### src/rtl/attn_score_packer.sv
// Scalar-to-vector packer feeding the softmax stage: scales raw scores by 2^-shift
// with rounding, saturates to OUT_W bits and packs LANES elements per vector using
// two ping-pong buffers so input can keep streaming while a vector waits downstream.
module attn_score_packer #(
  parameter int unsigned LANES = 8,
  parameter int unsigned IN_W  = 32,
  parameter int unsigned OUT_W = 16
) (
  input  logic                     clk,
  input  logic                     rst,
  input  logic [4:0]               cfg_shift,
  input  logic [IN_W-1:0]          score_in,
  input  logic                     score_last,
  input  logic                     score_valid,
  output logic                     score_ready,
  output logic [LANES*OUT_W-1:0]   vec_out,
  output logic                     vec_last,
  output logic                     vec_sat,
  output logic                     vec_valid,
  input  logic                     vec_ready
);

  localparam int unsigned LANE_W  = (LANES > 1) ? $clog2(LANES) : 1;
  localparam int unsigned SUM_W   = IN_W + 1;
  localparam int unsigned SHIFT_W = 5;
  localparam logic [OUT_W-1:0] PAD     = {1'b1, {(OUT_W-1){1'b0}}};
  localparam logic [OUT_W-1:0] SAT_MAX = {1'b0, {(OUT_W-1){1'b1}}};
  localparam logic [OUT_W-1:0] SAT_MIN = {1'b1, {(OUT_W-1){1'b0}}};

  typedef enum logic [1:0] {
    ST_EMPTY   = 2'd0,
    ST_FILLING = 2'd1,
    ST_FULL    = 2'd2
  } buf_state_e;

  buf_state_e          buf_state_q [2];
  buf_state_e          buf_state_d [2];
  logic                wr_ptr_q, wr_ptr_d;
  logic                rd_ptr_q, rd_ptr_d;
  logic [LANE_W-1:0]   lane_q, lane_d;

  logic [OUT_W-1:0]    buf_data_q  [2][LANES];
  logic [SHIFT_W-1:0]  buf_shift_q [2];
  logic                buf_sat_q   [2];
  logic                buf_last_q  [2];

  logic                in_fire;
  logic                out_fire;
  logic                close_vec;

  logic [SHIFT_W-1:0]      eff_shift;
  logic [SUM_W-1:0]        round_add;
  logic [SUM_W-1:0]        sum;
  logic signed [SUM_W-1:0] scaled;
  logic                    sat_hi;
  logic                    sat_lo;
  logic [OUT_W-1:0]        elem;
  logic                    elem_sat;

  assign in_fire   = score_valid && score_ready;
  assign out_fire  = vec_valid && vec_ready;
  assign close_vec = in_fire && (score_last || (lane_q == LANE_W'(LANES - 1)));

  // Round-half-up shift and saturation of the incoming element
  always_comb begin
    eff_shift = (lane_q == '0) ? cfg_shift : buf_shift_q[wr_ptr_q];
    round_add = '0;
    if (eff_shift != '0) begin
      round_add = SUM_W'(1) << (eff_shift - SHIFT_W'(1));
    end
    sum      = {score_in[IN_W-1], score_in} + round_add;
    scaled   = $signed(sum) >>> eff_shift;
    sat_hi   = !scaled[SUM_W-1] && (|scaled[SUM_W-2:OUT_W-1]);
    sat_lo   = scaled[SUM_W-1] && !(&scaled[SUM_W-2:OUT_W-1]);
    elem_sat = sat_hi || sat_lo;
    elem     = scaled[OUT_W-1:0];
    if (sat_hi) begin
      elem = SAT_MAX;
    end else if (sat_lo) begin
      elem = SAT_MIN;
    end
  end

  // Next-state logic for both buffer FSMs, pointers and lane counter
  always_comb begin
    buf_state_d = buf_state_q;
    wr_ptr_d    = wr_ptr_q;
    rd_ptr_d    = rd_ptr_q;
    lane_d      = lane_q;
    if (in_fire) begin
      if (buf_state_q[wr_ptr_q] == ST_EMPTY) begin
        buf_state_d[wr_ptr_q] = ST_FILLING;
      end
      if (close_vec) begin
        buf_state_d[wr_ptr_q] = ST_FULL;
        wr_ptr_d              = ~wr_ptr_q;
        lane_d                = '0;
      end else begin
        lane_d = lane_q + LANE_W'(1);
      end
    end
    // The read buffer is FULL, the write buffer is not, so these never collide
    if (out_fire) begin
      buf_state_d[rd_ptr_q] = ST_EMPTY;
      rd_ptr_d              = ~rd_ptr_q;
    end
  end

  // State, pointer and input-ready registers
  always_ff @(posedge clk or posedge rst) begin
    if (rst) begin
      buf_state_q[0] <= ST_EMPTY;
      buf_state_q[1] <= ST_EMPTY;
      wr_ptr_q       <= 1'b0;
      rd_ptr_q       <= 1'b0;
      lane_q         <= '0;
      score_ready    <= 1'b0;
    end else begin
      buf_state_q <= buf_state_d;
      wr_ptr_q    <= wr_ptr_d;
      rd_ptr_q    <= rd_ptr_d;
      lane_q      <= lane_d;
      score_ready <= (buf_state_d[wr_ptr_d] != ST_FULL);
    end
  end

  // Buffer payload: element write, row padding, shift latch and flags
  always_ff @(posedge clk or posedge rst) begin
    if (rst) begin
      for (int b = 0; b < 2; b++) begin
        for (int l = 0; l < LANES; l++) begin
          buf_data_q[b][l] <= '0;
        end
        buf_shift_q[b] <= '0;
        buf_sat_q[b]   <= 1'b0;
        buf_last_q[b]  <= 1'b0;
      end
    end else if (in_fire) begin
      buf_data_q[wr_ptr_q][lane_q] <= elem;
      if (score_last) begin
        for (int l = 0; l < LANES; l++) begin
          if (l > int'(lane_q)) begin
            buf_data_q[wr_ptr_q][l] <= PAD;
          end
        end
      end
      if (lane_q == '0) begin
        buf_shift_q[wr_ptr_q] <= cfg_shift;
        buf_sat_q[wr_ptr_q]   <= elem_sat;
      end else begin
        buf_sat_q[wr_ptr_q]   <= buf_sat_q[wr_ptr_q] | elem_sat;
      end
      if (close_vec) begin
        buf_last_q[wr_ptr_q] <= score_last;
      end
    end
  end

  // Output side reads straight from the read buffer registers
  always_comb begin
    vec_out = '0;
    for (int l = 0; l < LANES; l++) begin
      vec_out[l*OUT_W +: OUT_W] = buf_data_q[rd_ptr_q][l];
    end
    vec_valid = (buf_state_q[rd_ptr_q] == ST_FULL);
    vec_last  = buf_last_q[rd_ptr_q];
    vec_sat   = buf_sat_q[rd_ptr_q];
  end

endmodule

### config.mk
export PLATFORM = sky130hd
export DESIGN_NAME = attn_score_packer
export DESIGN_NICKNAME = d
export VERILOG_FILES = /design/src/rtl/attn_score_packer.sv
export SDC_FILE = /design/constraint.sdc
export NUM_CORES = 1
export LEC_CHECK = 0
export CAP_MARGIN = 15
export CORE_ASPECT_RATIO = 0.9
export CORE_MARGIN = 3
export CORE_UTILIZATION = 35
export DETAILED_ROUTE_END_ITERATION = 6
export GPL_TIMING_DRIVEN = 0
export PLACE_DENSITY = 0.65
export SYNTH_ARGS = -nofsm -noshare
export SYNTH_HDL_FRONTEND = slang
export SYNTH_SLANG_ARGS = --single-unit
export TNS_END_PERCENT = 50
### constraint.sdc
create_clock -name clk -period 8.4 [get_ports clk]
set_input_delay 1.26 -clock clk [delete_from_list [all_inputs] [get_ports clk]]
set_output_delay 1.26 -clock clk [all_outputs]
set_load 0.01 [all_outputs]
# Word-level counts from Yosys, hierarchy flattened
# Index checks and enable logic that the tools add are counted.
classes:
  n_addsub: 3
  n_lt_le_gt_ge: 14
  n_eq_ne: 3
  shift: 2
  muxes: 88
  bitwise: 36
  reduce_logical: 19
ops:
  columns: ["cell", "n"]
  rows:
  - ["$mux 256", 20]
  - ["$and 240x240->240", 7]
  - ["$not 240->240", 7]
  - ["$demux 128 s1", 8]
  - ["$mux 128", 4]
  - ["$bwmux 256", 1]
  - ["$mux 112", 1]
  - ["$or 16x16->16", 7]
  - ["$mux 96", 1]
  - ["$mux 80", 1]
  - ["$mux 16", 4]
  - ["$mux 64", 1]
  - ["$demux 16 s3", 1]
  - ["$mux 48", 1]
  - ["$add 33x33->33", 1]
  - ["$mux 33", 1]
  - ["$shl 1x5->33 const A", 1]
  - ["$sshr 33x5->33", 1]
  - ["$mux 32", 1]
  - ["$mux 5", 5]
  - ["$mux 2", 12]
  - ["$mux 4", 5]
  - ["$reduce_and 17->1", 1]
  - ["$reduce_or 17->1", 1]
  - ["35 further kinds", 72]
totals:
  register_bits: 280
  in_bits: 42
  output_inout_bits: 132
  wordCells: 193

# Longest topological paths before layout
# Gate-level depths: netlist (run 1).
depth:
  ltp_word: 43
  ltp_mapped: 28
  mapped_depth_nobuf: 22

# Worst setup path before layout (run 1)
# OpenSTA, ideal clock, no wires.
synth_path:
  path_kind: "input to register"
  start: "input cfg_shift[1]"
  end: "register buf_data_q[120] (netlist name)"
  setup_ns: 0.144
  arrival_ns: 6.285
  required_ns: 8.256
  setup_slack_ns: 1.972
  path_stages: 21
  n_path_buf: 3
  path_cell_list: "mux2i_1 clkbuf_1 nand2_1 clkbuf_1 nor3_1 ha_1 inv_1 fa_1 nand2b_1 a21oi_2 o211ai_2 a2111oi_2 o21a_1 nor2_1 a22oi_1 a21boi_0 a221oi_1 nor4_2 a21oi_1 clkbuf_1 o211ai_1"
synth_between:
  elab_chain_cells: 39
  word_cells_on_any_way: 43
  classes_between: "add/sub (2); shift (2); mux (25); bitwise (7); reduce/logical (7)"
synth_lines:
  columns: ["element", "line_no", "rtl"]
  rows:
  - ["from (decl)", "11", "input logic [4:0] cfg_shift,"]
  - ["$mux 5 *", "66", "eff_shift = (lane_q == '0) ? cfg_shift : buf_shift_q[wr_ptr_q];"]
  - ["$sub 5x1->5", "69", "round_add = SUM_W'(1) << (eff_shift - SHIFT_W'(1));"]
  - ["$shl 1x5->33", "69", null]
  - ["$mux 33", "68", "if (eff_shift != '0) begin"]
  - ["$add 33x33->33", "71", "sum = {score_in[IN_W-1], score_in} + round_add;"]
  - ["$sshr 33x5->33 *", "72", "scaled = $signed(sum) >>> eff_shift;"]
  - ["$reduce_and 17->1", "74", "sat_lo = scaled[SUM_W-1] && !(&scaled[SUM_W-2:OUT_W-1]);"]
  - ["$logic_not 1->1", "74", null]
  - ["(+23 left out)", null, null]
  - ["$mux 256", "138", "end else if (in_fire) begin"]
  - ["$and 240x240->240 (no line)", null, null]
  - ["$mux 256", "142", "if (l > int'(lane_q)) begin"]
  - ["$mux 256", "140", "if (score_last) begin"]
  - ["$mux 256", "138", null]
  - ["$and 240x240->240 (no line)", null, null]
  - ["$mux 256", "142", null]
  - ["$mux 256 *", "140", null]
  - ["to (signal, indexed assignment)", "139", "buf_data_q[wr_ptr_q][lane_q] <= elem;"]
  - ["to (decl)", "42", "logic [OUT_W-1:0] buf_data_q [2][LANES];"]
# Mark *: on every way between the ends. The rest lies on a longest branch, timed or not. The select of a mux whose other input is x is not followed.
# A chain may end at the register's enable or synchronous reset.

# Final worst setup path (run 1)
layout_path:
  start: "register lane_q[0]"
  end: "register buf_data_q[163] (netlist name)"
layout_between:
  elab_chain_cells: 40
  word_cells_on_any_way: 59
  classes_between: "add/sub (2); order compare (9); shift (2); mux (29); bitwise (8); reduce/logical (9)"
layout_lines:
  columns: ["element", "line_no", "rtl"]
  rows:
  - ["from (decl)", "40", "logic [LANE_W-1:0] lane_q, lane_d;"]
  - ["from (signal assigned)", "122", "lane_q <= lane_d;"]
  - ["$logic_not 3->1", "66", null]
  - ["$mux 5", "66", null]
  - ["$sub 5x1->5", "69", null]
  - ["$shl 1x5->33", "69", null]
  - ["$mux 33", "68", null]
  - ["$add 33x33->33", "71", null]
  - ["$sshr 33x5->33", "72", null]
  - ["$reduce_and 17->1", "74", null]
  - ["(+24 left out)", null, null]
  - ["$mux 256", "138", null]
  - ["$and 240x240->240 (no line)", null, null]
  - ["$mux 256", "142", null]
  - ["$mux 256", "140", null]
  - ["$mux 256", "138", null]
  - ["$and 240x240->240 (no line)", null, null]
  - ["$mux 256", "142", null]
  - ["$mux 256 *", "140", null]
# Marks and branches as above.

==> results.md, run 1 <==
* First-pass GRT wire length at 102 mm
* Initial core utilization at 0.356
* Switching power at 5.22 mW
* Avg Cell Area, Syn at 8.75 µm²
* Placed cells at 2924
* DRC at 0
* #FFs+latches synth at 280
* WP data arrival at 8.49 ns
* Most used cell, CP: clkbuf_1
* Max-Cap Viols at 0
* DIE AREA at 54300 µm²
* CTS tree: built
* Finished layout cell area at 21900 µm²
* Tightest Pin Transition at 0.932 ns
* Area of the core at 50700 µm²
* Chip width at 245 µm
* Fmax at 124 MHz
* Remaining antenna violation count at 0
* Final Hold Vio Count at 0
* Internal power at 4.57 mW
* Setup CP Type: flop to flop
* Largest net degree at the start of global routing at 44
* Max VDD drop at 265 µV
* Met1 usage at 0.337
* Mapped Cells at 2062
* Area grow syn2layout at 21.7%
* Share of power burned in registers at 0.201
* Number of synthesized flops with an enable pin at 0
* Gr usage total at 0.237
* Min Clock Period, post-route at 8.09 ns
* Final period utilization at 0.964
* H-tree levels at 1
* Pwr Total at 9.80 mW
* Final Setup Violations at 0
* M3 GR Usage at 0.0516
* Wirelength per Cell at 22.3 µm
* Element type at the critical path start: flop
* DP Area at 20800 µm²
* Final WL at 66.7 mm
* Final design utilization at 0.433
* Max Slew Vio Count at 0
* Clk pwr share at 0.127
* Hold Path Class: flop to flop
* DRT Pass-1 Iters at 5
* Switching part of the total power at 0.533
* Rel. slew slack at 0.376
* Via count at 17800
* Comb pwr share at 0.672
* Layout Cells excl Fill at 2985
* Max FO, Critical Path at 10
* Post-synth ARST share at 1.00
* R2r startpoint: lane_q[0]
* Ports at 174
* Worst skew pair latency at 0.55 ns
* Hold_buf cts at 0
* Most crowded layer after global routing: met2
* Via count of the first global-routing pass at 17200
* Slowest CP cell: mux2i_2
* Delay of the slowest critical-path stage at 0.50 ns
* CTS Buf Count at 29
* Vias per inst at 5.95
* Outcome: finished clean
* Fillers at 4997
* CP Launch Point: lane_q[0]
* Cell Pwr Density at 447 nW/µm²
* M2 GR Usage at 0.364
* Drt initial violations at 1851
* Setup crit end kind: flop
* Warnings from Yosys at 0
* Min-delay src: buf_data_q[255]
* Final weighted congestion in routability-driven placement at 0.952
* Post-synthesis cell type count at 86
* Maximum clock path buffer count at 3
* Overflow after GRT at 0
* Req. time, crit path at 8.79 ns
* Main synth FF type: dfrtp_1
* Synthesized cell area at 18000 µm²
* Hpwl dp at 50.2 mm
* Buffers on Ports at 172
* # clock sinks at 280
* Share of cells above drive strength 1 at 0.141
* Initial antenna violation count at 3
* Leak pwr at 9.10 nW
* Setup Skew at 0.0145 ns
* Seq/Total Area, Yosys at 0.389
* Die Y at 221 µm
* Clk slew on worst S/H paths at 0.06 ns
* # rows at 78
* Net Count, Synth at 2143
* CTS root buf: clkbuf_16
* Nets@finish at 2364
flip-flops by register name, summed over array words and instances (netlist names):
register	flops
rd_ptr_q	1
buf_state_q	4
buf_data_q	256
buf_shift_q	10
buf_last_q	2
lane_q	3
wr_ptr_q	1
buf_sat_q	2
score_ready	1
power by group through the flow:
stage	combinational, mW	clock [mW]	sequential (mW)
2_1_floorplan	3.73	0	1.91
3_3_place_gp	6.12	0	1.96
3_5_place_dp	6.20	0	1.98
4_1_cts	6.32	1.26	1.96
5_1_grt	6.97	1.32	2.01
6_report	6.59	1.25	1.97
path summary, 6_finish.rpt:
kind | end | slack (ns) | cells after the start
worst max-delay path | buf_data_q[163] | 0.31 | 28
worst min-delay path | buf_data_q[255] | 0.47 | 2
worst max register to register | buf_data_q[163] | 0.31 | 28
worst min register to register | buf_data_q[255] | 0.47 | 2
max in group asynchronous | buf_data_q[33] | 5.55 | 7
min in group asynchronous | buf_data_q[253] | 1.16 | 2
per-stage QoR:
| stage | hold WS [ns] | setup slack [ns] | setup TNS (ns) |
|---|---|---|---|
| 5_1_grt | 0.502 | -0.0207 | -0.101 |
| 4_1_cts | 0.480 | 0.0128 | 0 |
| 6_report | 0.473 | 0.305 | 0 |
| 2_1_floorplan | 0.444 | 1.97 | 0 |
| 3_3_place_gp | 0.463 | -1.51 | -190.55 |
| 3_5_place_dp | 0.466 | -1.24 | -144.27 |
routing by layer:
metal / share of wire / wire (µm)
met5: 0 / 0
met4: 0.024 / 1630
met3: 0.089 / 5920
met2: 0.44 / 29500
met1: 0.44 / 29600
cells in the mapped netlist, drive strengths merged (23+ instances only):
master,number,area share
o21ai,102,0.029
buf,47,0.012
ha,38,0.026
nand3,53,0.016
nor2,153,0.032
a211oi,26,0.012
o211ai,271,0.12
a21oi,106,0.030
nand2,367,0.076
nor3,43,0.012
nand4,23,0.0090
dfrtp,280,0.39
mux2,148,0.092
clkbuf,117,0.024
critical path: cells and delay by family, from the launching register on:
kind,cells,cell delay [ns]
compound gates,9,2.61
fa+ha+maj,3,0.86
buf+inv,9,2.39
flops,1,0.47
mux,1,0.50
simple gates,6,1.08
cells by family (layout without fill, tap and decap cells):
| kind of cell | after synthesis | after routing | share of synthesized area |
|---|---|---|---|
| compound gates | 649 | 649 | 0.253 |
| xor+xnor | 23 | 23 | 0.0112 |
| fa+ha+maj | 39 | 39 | 0.0275 |
| buf+inv | 185 | 424 | 0.0409 |
| flops | 280 | 280 | 0.389 |
| mux | 168 | 168 | 0.105 |
| other cells | 1 | 5 | 0.000208 |
| simple gates | 717 | 717 | 0.174 |
cells in the final DEF, fill, tap and decap left out, types with 12 or more instances in the layout:
master           instances
buf_1                   14
and3_1                  17
clkdlybuf4s50_1        172
a211oi_1                21
a31oi_1                 17
o21ai_0                 73
mux2i_1                 17
clkbuf_1               109
a21o_1                  21
o211ai_1               259
o211ai_2                12
dfrtp_1                280
buf_2                   32
inv_1                   20
mux2_2                 148
clkbuf_2                15
o21ai_1                 19
nor3_1                  43
nor2_1                 152
nand3_1                 50
clkbuf_16               29
nand4_1                 20
nand2_1                366
xnor2_1                 12
ha_1                    38
a21oi_1                 96
cell type report:
type                    count  area [µm²]  area share
multi-input cells        1597       10500       0.477
flip-flops and latches    280        7010       0.319
repair buffers            191        1960      0.0893
well taps                 680         851      0.0388
clock buffers              43         838      0.0382
plain buffers             163         674      0.0307
inverters                  21        82.6     0.00376
clock inverters             6        61.3     0.00279
diodes                      4        10.0    0.000456
repair_timing:
| item | 4_1_cts | 5_1_grt |
|---|---|---|
| resized for setup | 18 | 43 |
| buffers inserted | 4 | 5 |
| pin swaps | 1 | 2 |
| setup endpoints to repair | 162 | 242 |
| endpoints found under the hold margin | 0 | 0 |
No activity file was read; power rests on OpenSTA's default activity.
==> run 2: changes to the inputs <==
TNS_END_PERCENT = 30   (was 50)
==> results of run 2 <==
Final layout, timing and power as in run 1 (identical DEF).
